==> config.mk <==
export PLATFORM = sky130hd
export DESIGN_NAME = minimization_decoder_flat
export DESIGN_NICKNAME = d
export VERILOG_FILES = /design/src/rtl/minimization_pkg.sv /design/src/rtl/minimization_decoder_if.sv /design/src/rtl/minimization_pair_dec.sv /design/src/rtl/minimization_decoder.sv /design/src/flat_wrapper.sv
export SDC_FILE = /design/constraint.sdc
export NUM_CORES = 1
export LEC_CHECK = 0
export CAP_MARGIN = 15
export CORE_MARGIN = 2
export CORE_UTILIZATION = 43
export CTS_CLUSTER_DIAMETER = 120
export CTS_CLUSTER_SIZE = 8
export DETAILED_ROUTE_END_ITERATION = 6
export DONT_BUFFER_PORTS = 1
export SLEW_MARGIN = 40
export SYNTH_ARGS = -nofsm -noshare
export SYNTH_HDL_FRONTEND = slang
export SYNTH_HIERARCHICAL = 1
export SYNTH_SLANG_ARGS = --single-unit
==> constraint.sdc <==
create_clock -name clk -period 3.1 [get_ports clk]
set_clock_uncertainty 0.05 [all_clocks]
set_input_delay 0.62 -clock clk [delete_from_list [all_inputs] [get_ports clk]]
set_output_delay 0.62 -clock clk [all_outputs]
set_load 0.03 [all_outputs]
==> src/rtl/minimization_pkg.sv <==
// Shared types and constants for the minimization pair-code decoder.
// The legal codewords are those the encoder can emit: o1 is always the inverse of o2.
package minimization_pkg;

    typedef enum logic [1:0] {
        S_HI  = 2'd0,
        S_LO  = 2'd1,
        S_OUT = 2'd2
    } state_t;

    localparam logic [2:0] CODE_00 = 3'b010;
    localparam logic [2:0] CODE_01 = 3'b101;
    localparam logic [2:0] CODE_10 = 3'b100;
    localparam logic [2:0] CODE_11 = 3'b011;

    localparam logic [3:0] BCD_MAX = 4'd9;

endpackage

==> src/rtl/minimization_decoder_if.sv <==
// Codeword input stream and digit output stream of the decoder.
// Handshake: a transfer happens on a rising clk edge where valid and ready are both high;
// valid and its payload hold until that edge, and ready may depend on state only.
interface minimization_decoder_if;

    logic       in_valid;
    logic [2:0] in_code;
    logic       in_ready;
    logic       out_valid;
    logic [3:0] out_data;
    logic       out_err;
    logic       out_ready;

    modport master (
        output in_valid, in_code, out_ready,
        input  in_ready, out_valid, out_data, out_err
    );

    modport slave (
        input  in_valid, in_code, out_ready,
        output in_ready, out_valid, out_data, out_err
    );

endinterface

==> src/rtl/minimization_pair_dec.sv <==
// Combinational decode of one codeword {o2,o1,o0} back to a bit pair.
// Illegal codes still decode by the same formula; only the flag tells them apart.
module minimization_pair_dec (
    input  logic [2:0] code_i,
    output logic [1:0] pair_o,
    output logic       illegal_o
);

    assign pair_o    = {code_i[2] ^ code_i[0], code_i[0]};
    assign illegal_o = (code_i[1] == code_i[2]);

endmodule

==> src/rtl/minimization_decoder.sv <==
// Assembles two decoded codeword pairs into a 4-bit digit, flags illegal codes and
// non-BCD digits, and counts errored digits delivered downstream (saturating).
module minimization_decoder
    import minimization_pkg::*;
#(
    parameter int CNT_W     = 8,
    parameter bit BCD_CHECK = 1'b1
) (
    input  logic                 clk,
    input  logic                 rst,
    minimization_decoder_if.slave bus,
    output logic [CNT_W-1:0]     err_cnt,
    output state_t               dbg_state_o
);

    state_t             state_q;
    logic [1:0]         hi_q;
    logic               err_q;
    logic               valid_q;
    logic [3:0]         data_q;
    logic               oerr_q;
    logic [CNT_W-1:0]   cnt_q;

    logic [1:0]         pair;
    logic               illegal;
    logic [3:0]         digit_d;
    logic               oerr_d;
    logic               accept;

    minimization_pair_dec u_pair_dec (
        .code_i    (bus.in_code),
        .pair_o    (pair),
        .illegal_o (illegal)
    );

    assign accept  = bus.in_valid & bus.in_ready;
    assign digit_d = {hi_q, pair};
    assign oerr_d  = err_q | illegal | (BCD_CHECK & (digit_d > BCD_MAX));

    always_ff @(posedge clk or posedge rst) begin
        if (rst) begin
            state_q <= S_HI;
            hi_q    <= 2'b00;
            err_q   <= 1'b0;
            valid_q <= 1'b0;
            data_q  <= 4'd0;
            oerr_q  <= 1'b0;
            cnt_q   <= '0;
        end else begin
            case (state_q)
                S_HI: begin
                    if (accept) begin
                        hi_q    <= pair;
                        err_q   <= illegal;
                        state_q <= S_LO;
                    end
                end
                S_LO: begin
                    if (accept) begin
                        data_q  <= digit_d;
                        oerr_q  <= oerr_d;
                        valid_q <= 1'b1;
                        state_q <= S_OUT;
                    end
                end
                S_OUT: begin
                    // Counter moves only on delivery, so a discarded digit never counts.
                    if (bus.out_ready) begin
                        valid_q <= 1'b0;
                        err_q   <= 1'b0;
                        state_q <= S_HI;
                        if (oerr_q && (cnt_q != {CNT_W{1'b1}})) begin
                            cnt_q <= cnt_q + {{(CNT_W-1){1'b0}}, 1'b1};
                        end
                    end
                end
                default: begin
                    state_q <= S_HI;
                end
            endcase
        end
    end

    assign bus.in_ready  = (state_q != S_OUT);
    assign bus.out_valid = valid_q;
    assign bus.out_data  = data_q;
    assign bus.out_err   = oerr_q;
    assign err_cnt       = cnt_q;
    assign dbg_state_o   = state_q;

endmodule

==> src/flat_wrapper.sv <==
// flat-port wrapper written by rule: the top's interface ports become plain ports
module minimization_decoder_flat import minimization_pkg::*;
#(
    parameter int CNT_W     = 8,
    parameter bit BCD_CHECK = 1'b1
)
  (clk, rst, err_cnt, dbg_state_o, bus_in_valid, bus_in_code, bus_out_ready, bus_in_ready, bus_out_valid, bus_out_data, bus_out_err);
  minimization_decoder_if bus_i ();
  input  logic clk;
  input  logic rst;
  output logic [CNT_W-1:0] err_cnt;
  output state_t dbg_state_o;
  input wire logic [$bits(bus_i.in_valid)-1:0] bus_in_valid;
  input wire logic [$bits(bus_i.in_code)-1:0] bus_in_code;
  input wire logic [$bits(bus_i.out_ready)-1:0] bus_out_ready;
  output wire logic [$bits(bus_i.in_ready)-1:0] bus_in_ready;
  output wire logic [$bits(bus_i.out_valid)-1:0] bus_out_valid;
  output wire logic [$bits(bus_i.out_data)-1:0] bus_out_data;
  output wire logic [$bits(bus_i.out_err)-1:0] bus_out_err;
  assign bus_i.in_valid = bus_in_valid;
  assign bus_i.in_code = bus_in_code;
  assign bus_i.out_ready = bus_out_ready;
  assign bus_in_ready = bus_i.in_ready;
  assign bus_out_valid = bus_i.out_valid;
  assign bus_out_data = bus_i.out_data;
  assign bus_out_err = bus_i.out_err;
  minimization_decoder #(.CNT_W(CNT_W), .BCD_CHECK(BCD_CHECK)) u_core (.clk(clk), .rst(rst), .bus(bus_i), .err_cnt(err_cnt), .dbg_state_o(dbg_state_o));
endmodule
==> results.md, run 1 <==
- TritonCTS clock tree: yes
- Commonest non-fill, non-tap cell in the layout: dfrtp_1
- Diodes inserted: 0
- Fraction of layout cells with a size suffix above 1: 16.3%
- Delay-heaviest family, CP: flip-flops
- GR Overflow Total: 0
- RSZ-0062 raised after global routing: false
- Met3 Usage GRT: about 3.9%
- Actual slew at the worst max-slew pin: roughly 0.7 ns
- Maximum fanout along the worst path: 8
- Unique masters post-synth: 29
- Worst Setup Start Kind: flop
- Die height: ~50 um
- Post-Syn Instances: 78
- Most frequent cells in the layout: dfrtp_1 (19), inv_1 (7), mux2_2 (7)
- Hold-fix buffers, CTS: 0
- CP cell instances: nand2b_1
- Number of synthesized flops with an enable pin: 0
- IO Pins: 24
- Initial antenna violation count: 0
- Clock latency on the worst-skew pair: about 0.3 ns
- CP Buf/Inv Count: 0
- Worst reg-to-reg path cell count: 4
- Final nets: 89
- Final ANT Viol Nets: 0
- Max-slew violations: 0
- M1 GR Usage: between 10% and 20%
- Via-per-instance ratio: 5.50
- DR WL/cell: 15.5 um
- Outcome: finished, final reports clean
- Worst R2R Setup Slack: ~1.3 ns
- Critical R2R Launch: u_core/err_cnt[0]
- Clk buf depth: 2
- Initial DRC Count: 9
- Clk sinks: 19
- Grt met2 use: 21.1%
- DR pass1 iterations: 4
- Yosys reg bits: 19
- GRT Total Usage: between 10% and 20%
- Area contributors post-synth: dfrtp_1 (52%), mux2_2 (8.7%), xor2_1 (3.9%)
- Share of the synthesized area in the top cell type: 52.3%
- Drt drc: 0
- Post-CTS Setup Repair Bufs: 0
- Core Box Area: just under 2000 um2
- GR peak layer: met2
- Die extent in x: between 40 and 50 um
- Final worst path period share: between 60% and 70%
- Port Buffers: 0
- P_leak: ~0.45 nW
- Asr flop ratio synth: 100%
- Via count: about 600
- Pin count of the biggest net entering global routing: 20
- Max-cap violations: 0
- Fin cells: about 110
- Setup TNS: 0 ns
- CP Data Arrival Time: between 1 and 1.5 ns
- Fmax: 0.493 GHz
- Die footprint: 2500 um2
- Seq/Total Area, Yosys: between 50% and 60%
- Worst slew margin: between 50 and 60%
- Crit. End Element: output pin
- Starting Density: 45.9%
- Gpl congestion: around 0.8
- CP max stage delay: about 0.66 ns
- Crit path max-delay cell type: dfrtp_1
- Syn_nets: between 80 and 90
- Final setup viols: 0
- Worst min path class: primary input to async pin
- Yosys warns: 6
- Clk slew on worst S/H paths: 0.11 ns
- PwrDens: around 990 nW/um2
- Post-Synthesis Cell Area: just over 900 um2
- CTS Buf Count: 3
- Final critical-path required period: between 2 and 2.5 ns
- Reg-to-Reg End: u_core/err_cnt[1]
- Cells after DPL: just over 100
- Final WL: around 1700 um
- Top_reg_cell synth: dfrtp_1
- Area Growth Syn to Fin: 5.23%
- Post-DP HPWL: 1200 um
- Largest area contributor in the netlist: dfrtp_1
- Kind of critical path: flop to output pin
- Worst VDD drop: ~0.48 mV
- Avg Cell Area, Syn: 11.7 um2
- Rows: 16
- # fillers: 200
- WP data required: roughly 2.4 ns
- CTS root buffer: clkbuf_4
- # resized after CTS: 0
- Number of hold violations in the final report: 0
- H-Tree Depth: 1
- Global-route wire length before repair: between 2000 and 3000 um
- Number of global-route vias before repair: around 560
==> cells by family (layout without fill, tap and decap cells) <==
| group | count (synthesis) | in the layout | share of synthesized area [%] |
|---|---|---|---|
| flops | 19 | 19 | 52.3 |
| simple gates | 19 | 19 | 14.2 |
| compound gates | 14 | 14 | 9.77 |
| mux | 9 | 9 | 11.4 |
| buf+inv | 9 | 11 | 4.26 |
| xor+xnor | 7 | 7 | 6.74 |
| fa+ha+maj | 1 | 1 | 1.38 |
==> flip-flops by register name, indices dropped and copies added, names as in the netlist <==
signal                flops
u_core/err_cnt            8
u_core/bus.out_data       4
u_core/dbg_state_o        2
u_core/hi_q               2
u_core/bus.out_err        1
u_core/bus.out_valid      1
u_core/err_q              1
==> final cells by class <==
type	instances	area (um2)	area share [%]
Sequential cell	19	475	49.7
Multi-Input combinational cell	50	395	41.3
Tap cell	27	33.8	3.53
Clock buffer	4	26.3	2.75
Inverter	7	26.3	2.75
==> cells in the mapped netlist, types with 2 or more instances <==
library cell	count
mux2_2	7
nand2b_1	2
a211oi_1	2
nor3_1	2
xnor2_1	3
o21ai_0	4
nand3_1	2
inv_1	7
dfrtp_1	19
nand2_1	4
a21oi_1	3
nor2_1	2
a21o_1	2
xor2_1	4
==> per-layer routing <==
metal | routed length [um] | vias to the layer above
li1 | - | 281
met4 | 43 | 0
met5 | 0 | -
met3 | 86 | 4
met1 | 828 | 290
met2 | 698 | 14
==> report_power, final <==
group	switching, W	total, W	leakage [nW]	internal, W
clock	0.0000771	0.000127	0.0150	0.0000502
combinational	0.0000962	0.000215	0.203	0.000119
sequential	0.000268	0.000609	0.229	0.000341
total	0.000441	0.000951	0.447	0.000510
==> worst max-delay path by stage <==
| stage | endpoint | slack [ns] | cells past startpoint | from |
|---|---|---|---|---|
| 3_3_place_gp | bus_in_ready | 1.40 | 1 | u_core/dbg_state_o[0] |
| 2_1_floorplan | bus_in_ready | 1.41 | 2 | u_core/dbg_state_o[0] |
| 5_1_grt | bus_in_ready | 1.0 | 1 | u_core/dbg_state_o[0] |
| 3_5_place_dp | u_core/err_cnt[1] | 1.35 | 4 | u_core/err_cnt[1] |
| 6_report | bus_in_ready | 1.07 | 1 | u_core/dbg_state_o[0] |
| 4_1_cts | bus_in_ready | 1.05 | 1 | u_core/dbg_state_o[0] |
==> per-stage QoR <==
step           setup slack (ns)  area [um2]  power (W)  utilization, %  hold slack [ns]
2_1_floorplan              1.41         910   0.000777               -            0.443
4_1_cts                    1.05         957   0.000963            48.3            0.285
3_5_place_dp               1.35         931   0.000836            47.0            0.485
5_1_grt                   0.997         957    0.00101            48.3            0.307
6_report                   1.07         957   0.000951            48.3            0.249
3_3_place_gp               1.40         931   0.000821            47.0            0.477
No activity file was read; power rests on OpenSTA's default activity.
==> inputs of run 2 (changes only) <==
==> constraint.sdc (replaced) <==
create_clock -name clk -period 1.7 [get_ports clk]
set_clock_uncertainty 0.05 [all_clocks]
set_input_delay 0.34 -clock clk [delete_from_list [all_inputs] [get_ports clk]]
set_output_delay 0.34 -clock clk [all_outputs]
set_load 0.03 [all_outputs]
==> run 2 against run 1 <==
Against the previous run:
- utilization is 5.8 points higher
- cell count rose by 14%
- setup slack got worse by 0.99 ns
- sequential cell count did not move
- register-to-register slack got worse by 1.2 ns
- sequential share of layout area down 5.3 points
- die area did not move
- first-iteration DRC count down 44%
- highest routed layer unchanged
==> results.md, run 2 (same netlist as run 1, synthesis figures left out) <==
- Outcome: finished, final reports clean
- Actual slew at the worst max-slew pin: 0.426 ns (-0.276 ns)
- Max-slew violations: 0 (unchanged)
- Clk sinks: 19 (unchanged)
- GR Overflow Total: 0 (unchanged)
- Crit path launch: u_core/dbg_state_o[0]
- Fin cells: 122 (+14%)
- Kind of critical path: flop to output pin
- Final nets: 104 (+17%)
- Starting Density: 45.9% (unchanged)
- Final setup viols: 0 (unchanged)
- Rows: 16 (unchanged)
- Post-CTS Setup Repair Bufs: 0 (unchanged)
- Final worst path period share: 94.9%
- Final critical-path required period: 1.61 ns
- Via count: 633 (+7.5%)
- GRT Total Usage: 14.9% (+0.029 points)
- Port Buffers: 0 (unchanged)
- Pin count of the biggest net entering global routing: 20 (unchanged)
- Area Growth Syn to Fin: 17.9%
- Most frequent cells in the layout: dfrtp_1 (19), buf_4 (14), inv_1 (7), mux2_2 (7)
- Via-per-instance ratio: 5.19 (-5.7%)
- TritonCTS clock tree: yes
- Crit. End Element: output pin
- Critical Path Sink: bus_in_ready
- DR WL/cell: 13.3 um (-14%)
- Die height: 50.0 um (unchanged)
- RSZ-0062 raised after global routing: false
- Non-Filler Cell Area, Final: 1070 um2 (+12%)
- Worst slew margin: 70.9% (+18 points)
- P_leak: 0.521 nW (+16%)
- CTS root buffer: clkbuf_4
- Reg-to-Reg End: u_core/err_cnt[1]
- Clk buf depth: 2 (unchanged)
- Design Power: 0.00188 W (+97%)
- PwrDens: 1750 nW/um2 (+76%)
- Die footprint: 2500 um2 (unchanged)
- Maximum fanout along the worst path: 6 (-2)
- CP Data Arrival Time: 1.22 ns (-0.14 ns)
- DR pass1 iterations: 3 (-1)
- Final ANT Viol Nets: 0 (unchanged)
- Fmax: 0.620 GHz
- Final WL: 1630 um (-1.9%)
- Post-placement cell area: 1040 um2 (+11%)
- Number of hold violations in the final report: 0 (unchanged)
- Worst Setup Start Kind: flop
- Setup TNS: 0 ns (unchanged)
- Initial DRC Count: 5 (-4)
- Worst min path class: primary input to flop
- Clock latency on the worst-skew pair: 0.29 ns (about the same)
- Core Box Area: 1980 um2 (unchanged)
- Number of global-route vias before repair: 613 (+8.9%)
- Max-cap violations: 0 (unchanged)
- Drt drc: 0 (unchanged)
- Initial antenna violation count: 0 (unchanged)
- Hold-fix buffers, CTS: 1 (+1)
- WP data required: 1.31 ns (-1.12 ns)
- Worst R2R Setup Slack: 0.16 ns (-1.16 ns)
- Post-DP HPWL: 1230 um (+2.6%)
- Fraction of layout cells with a size suffix above 1: 28.4% (+12 points)
- Critical R2R Launch: u_core/err_cnt[0]
- Commonest non-fill, non-tap cell in the layout: dfrtp_1
- IO Pins: 24 (unchanged)
- Gpl congestion: 0.779 (-2.7%)
- Global-route wire length before repair: 2750 um (+3.7%)
- Cells after DPL: 117 (+14%)
- # resized after CTS: 0 (unchanged)
- Die extent in x: 50.0 um (unchanged)
- H-Tree Depth: 1 (unchanged)
- CTS Buf Count: 3 (unchanged)
- Worst VDD drop: 1.17 mV (+140%)
- Worst reg-to-reg path cell count: 4 (unchanged)
- Clk slew on worst S/H paths: 0.11 ns (about the same)
- Diodes inserted: 0 (unchanged)
- Max FFs per register: 8 (unchanged)
-- run 2: area by class of cell --
class | instances | area [um2]
well taps | 27 | 33.8
fillers | 171 | 910
repair buffers | 15 | 115
multi-input cells | 50 | 395
inverters | 7 | 26.3
clock buffers | 4 | 26.3
flip-flops and latches | 19 | 475
-- run 2: critical path, cell delays in order, from the launching register on --
cell      delay (ns)
dfrtp_1         0.42
buf_4           0.17
nand2b_1        0.17
buf_4           0.19
-- run 2: through the flow --
step                      setup slack (ns)  utilization [%]  hold WS, ns
after global placement               0.217             52.3        0.217
after floorplan                     0.0358                -        0.241
after global routing                0.0239             54.1       0.0886
final                               0.0859             54.1       0.0948
after detailed placement             0.179             52.3        0.222
after CTS                           0.0624             54.1       0.0916
-- run 2: metal layers --
layer | wire length, um | share of wire [%] | track usage [%]
met5 | 0 | 0 | 0
met4 | 21 | 1.3 | 6.94
met1 | 755 | 46 | 19.2
met3 | 84 | 5.2 | 3.94
met2 | 765 | 47 | 23.0
-- run 2: worst min-delay path by stage --
stage / start / to / depth (start not counted)
global placement: rst / u_core/err_cnt[0] / 2
detailed placement: rst / u_core/err_cnt[0] / 2
CTS: bus_out_ready / u_core/dbg_state_o[1] / 1
floorplan: rst / u_core/bus.out_data[0] / 1
global route: bus_out_ready / u_core/dbg_state_o[1] / 1
finish: bus_out_ready / u_core/dbg_state_o[1] / 1
-- run 2: report_power, final --
part           switching [W]  internal [W]  total, W
sequential          0.000270      0.000626  0.000896
clock               0.000132     0.0000912  0.000224
combinational       0.000415      0.000341  0.000756
==> inputs of run 3 (changes only) <==
--- a/config.mk
+++ b/config.mk
@@ -5,6 +5,7 @@
 export SDC_FILE = /design/constraint.sdc
 export NUM_CORES = 1
 export LEC_CHECK = 0
+export ABC_AREA = 1
 export CAP_MARGIN = 15
 export CORE_MARGIN = 2
 export CORE_UTILIZATION = 43
==> run 3 against run 2 <==
Against the previous run:
- first-iteration DRC count is 40% higher
- sequential power is 7.9% lower
- clock power is essentially flat
- sequential cell count unchanged
- critical path type is now flop to flop
- critical endpoint is now u_core/err_cnt[7]
==> results.md, run 3 <==
- WP data required: 1.84 ns (+0.53 ns)
- Clock latency on the worst-skew pair: 0.29 ns (about the same)
- Max-slew violations: 0 (unchanged)
- IO Pins: 24 (unchanged)
- GR Overflow Total: 0 (unchanged)
- Switch share: 46.2% (+2.7 points)
- GRT Total Usage: 16.6% (+1.8 points)
- Number of hold violations in the final report: 0 (unchanged)
- Worst slew margin: 71.3% (+0.45 points)
- Clk slew on worst S/H paths: 0.11 ns (about the same)
- Die extent in x: 51.7 um (+3.5%)
- Via count: 810 (+28%)
- RSZ-0062 raised after global routing: false
- Reg power frac: 48.4% (+0.6 points)
- Commonest cells in the netlist: nand2_1 (51), dfrtp_1 (19), inv_1 (15), o21ai_0 (8)
- Port Buffers: 0 (unchanged)
- Most frequent cells in the layout: nand2_1 (51), dfrtp_1 (19), inv_1 (15)
- Syn_nets: 134 (+56%)
- FF+latch area: 475 um2 (unchanged)
- P_leak: 0.569 nW (+9.2%)
- Asr flop ratio synth: 100% (unchanged)
- Diodes inserted: 0 (unchanged)
- Max-cap violations: 0 (unchanged)
- Clk buf depth: 2 (unchanged)
- Drt drc: 0 (unchanged)
- Actual slew at the worst max-slew pin: 0.430 ns (+0.00419 ns)
- Largest area contributor in the netlist: dfrtp_1
- Clk sinks: 19 (unchanged)
- Fmax: 0.713 GHz (+15%)
- Worst Setup Start Kind: flop
- Post-Synthesis Cell Area: 980 um2 (+7.7%)
- Final ANT Viol Nets: 0 (unchanged)
- Yosys reg bits: 19 (unchanged)
- Post-DP HPWL: 1450 um (+18%)
- Rows: 17 (+1)
- Crit. End Element: flop
- Worst VDD drop: 1.00 mV (-15%)
- Post-Syn Instances: 126 (+62%)
- Final nets: 147 (+41%)
- Core Box Area: 2190 um2 (+11%)
- Sw Pwr: 0.000787 W (-3.7%)
- Starting Density: 44.7% (-1.2 points)
- Via-per-instance ratio: 4.88 (-6.0%)
- Area Growth Syn to Fin: 12.6%
- Maximum fanout along the worst path: 5 (-1)
- Most frequent cell after synthesis: nand2_1
- DR WL/cell: 11.1 um (-17%)
- Clock Power Share: 13.1% (+1.2 points)
- Final worst path period share: 82.5% (-12 points)
- Final critical-path required period: 1.40 ns (-0.212 ns)
- Core Util, Final: 50.4% (-3.7 points)
- H-Tree Depth: 1 (unchanged)
- Multi-input logic area: 437 um2 (+10%)
- DR pass1 iterations: 4 (+1)
- Die height: 51.7 um (+3.5%)
- Kind of critical path: flop to flop
- Area contributors post-synth: dfrtp_1 (49%), nand2_1 (20%), inv_1 (5.7%)
- Share of the synthesized area in the top cell type: 48.5% (-3.7 points)
- Yosys warns: 6 (unchanged)
- Max FFs per register: 8 (unchanged)
- # fillers: 206 (+20%)
- Post-place setup slack: 0.317 ns (+0.139 ns)
- Initial DRC Count: 7 (+2)
- Die footprint: 2680 um2 (+7.1%)
- Number of synthesized flops with an enable pin: 0 (unchanged)
- CP Data Arrival Time: 1.54 ns (+0.32 ns)
- Unique masters post-synth: 20 (-31%)
- Final worst slack: 0.298 ns (+0.212 ns)
- Outcome: finished, final reports clean
- CTS Buf Count: 3 (unchanged)
- Gpl congestion: 0.813 (+4.3%)
- Top_reg_cell synth: dfrtp_1
- Worst min path class: primary input to flop
- Initial antenna violation count: 0 (unchanged)
- Commonest non-fill, non-tap cell in the layout: nand2_1
- Final WL: 1840 um (+13%)
- Pin count of the biggest net entering global routing: 20 (unchanged)
- Hold Slack: 0.115 ns (+0.0201 ns)
- Combinational power share: 38.5% (-1.8 points)
- Design Power: 0.00170 W (-9.2%)
- Global-route wire length before repair: 3300 um (+20%)
- TritonCTS clock tree: yes
- Fraction of layout cells with a size suffix above 1: 15.9% (-12 points)
- PwrDens: 1540 nW/um2 (-12%)
- Avg Cell Area, Syn: 7.78 um2 (-33%)
- Final setup viols: 0 (unchanged)
- Setup TNS: 0 ns (unchanged)
- Cell internal pwr: 0.000916 W (-13%)
- Seq/Total Area, Yosys: 48.5% (-3.7 points)
- CTS root buffer: clkbuf_4
- Number of global-route vias before repair: 810 (+32%)
## run 3: worst max-delay path, stage by stage, from the launching register on
cell	delay, ns
dfrtp_1	0.62
nand2_1	0.18
nor2_1	0.18
nand2_1	0.07
nand2_1	0.05
nand2_1	0.05
nand2_1	0.06
nand2_1	0.05
## run 3: kinds of logic after synthesis
logic type,count (synthesis),share of synthesized area (%)
flip-flops,19,48.5
AO/OA/AOI/OAI,12,6.77
buffers and inverters,17,6.90
XOR/XNOR,3,2.68
adder cells (fa/ha/maj),1,1.28
AND/OR/NAND/NOR,74,33.8
## run 3: worst paths after layout
path / start / end / slack (ns) / cells after the start
max reg2reg: u_core/err_cnt[4] / u_core/err_cnt[7] / 0.30 / 7
max in group asynchronous: rst / u_core/dbg_state_o[0] / 0.95 / 3
min in group asynchronous: rst / u_core/hi_q[1] / 0.45 / 3
min: bus_in_valid / u_core/dbg_state_o[0] / 0.11 / 1
min reg2reg: u_core/hi_q[1] / u_core/bus.out_data[3] / 0.47 / 2
max: u_core/err_cnt[4] / u_core/err_cnt[7] / 0.30 / 7
## run 3: layer usage
layer / up-vias / share of wire, % / global-route usage [%]
met3: 2 / 4.1 / 4.89
li1: 417 / - / -
met5: - / 0 / 0
met1: 376 / 43 / 17.9
met4: 0 / 0.76 / 8.77
met2: 15 / 52 / 29.3
## run 3: final cells by class
| class | count | share of cell area [%] |
|---|---|---|
| clock buffers | 4 | 2.38 |
| multi-input cells | 90 | 39.6 |
| inverters | 16 | 5.44 |
| well taps | 28 | 3.17 |
| repair buffers | 9 | 6.35 |
| flip-flops and latches | 19 | 43.1 |
## run 3: through the flow
stage | area (um2) | instances
global placement | 1070 | 161
finish | 1100 | 166
floorplan | 980 | 126
global route | 1100 | 166
detailed placement | 1070 | 161
CTS | 1100 | 166
## run 3: power by group through the flow
stage | combinational [W] | clock, W | sequential (W)
2_1_floorplan | 0.000341 | 0 | 0.000955
4_1_cts | 0.000666 | 0.000233 | 0.000828
6_report | 0.000656 | 0.000223 | 0.000825
3_3_place_gp | 0.000648 | 0 | 0.000831
3_5_place_dp | 0.000662 | 0 | 0.000838
5_1_grt | 0.000747 | 0.000257 | 0.000851
## run 3: what timing repair did
| item | CTS | global route |
|---|---|---|
| resized for setup | 0 | 0 |
| hold buffers | 1 | 0 |
| buffers inserted | 0 | 0 |
| hold endpoints to repair | 19 | 0 |
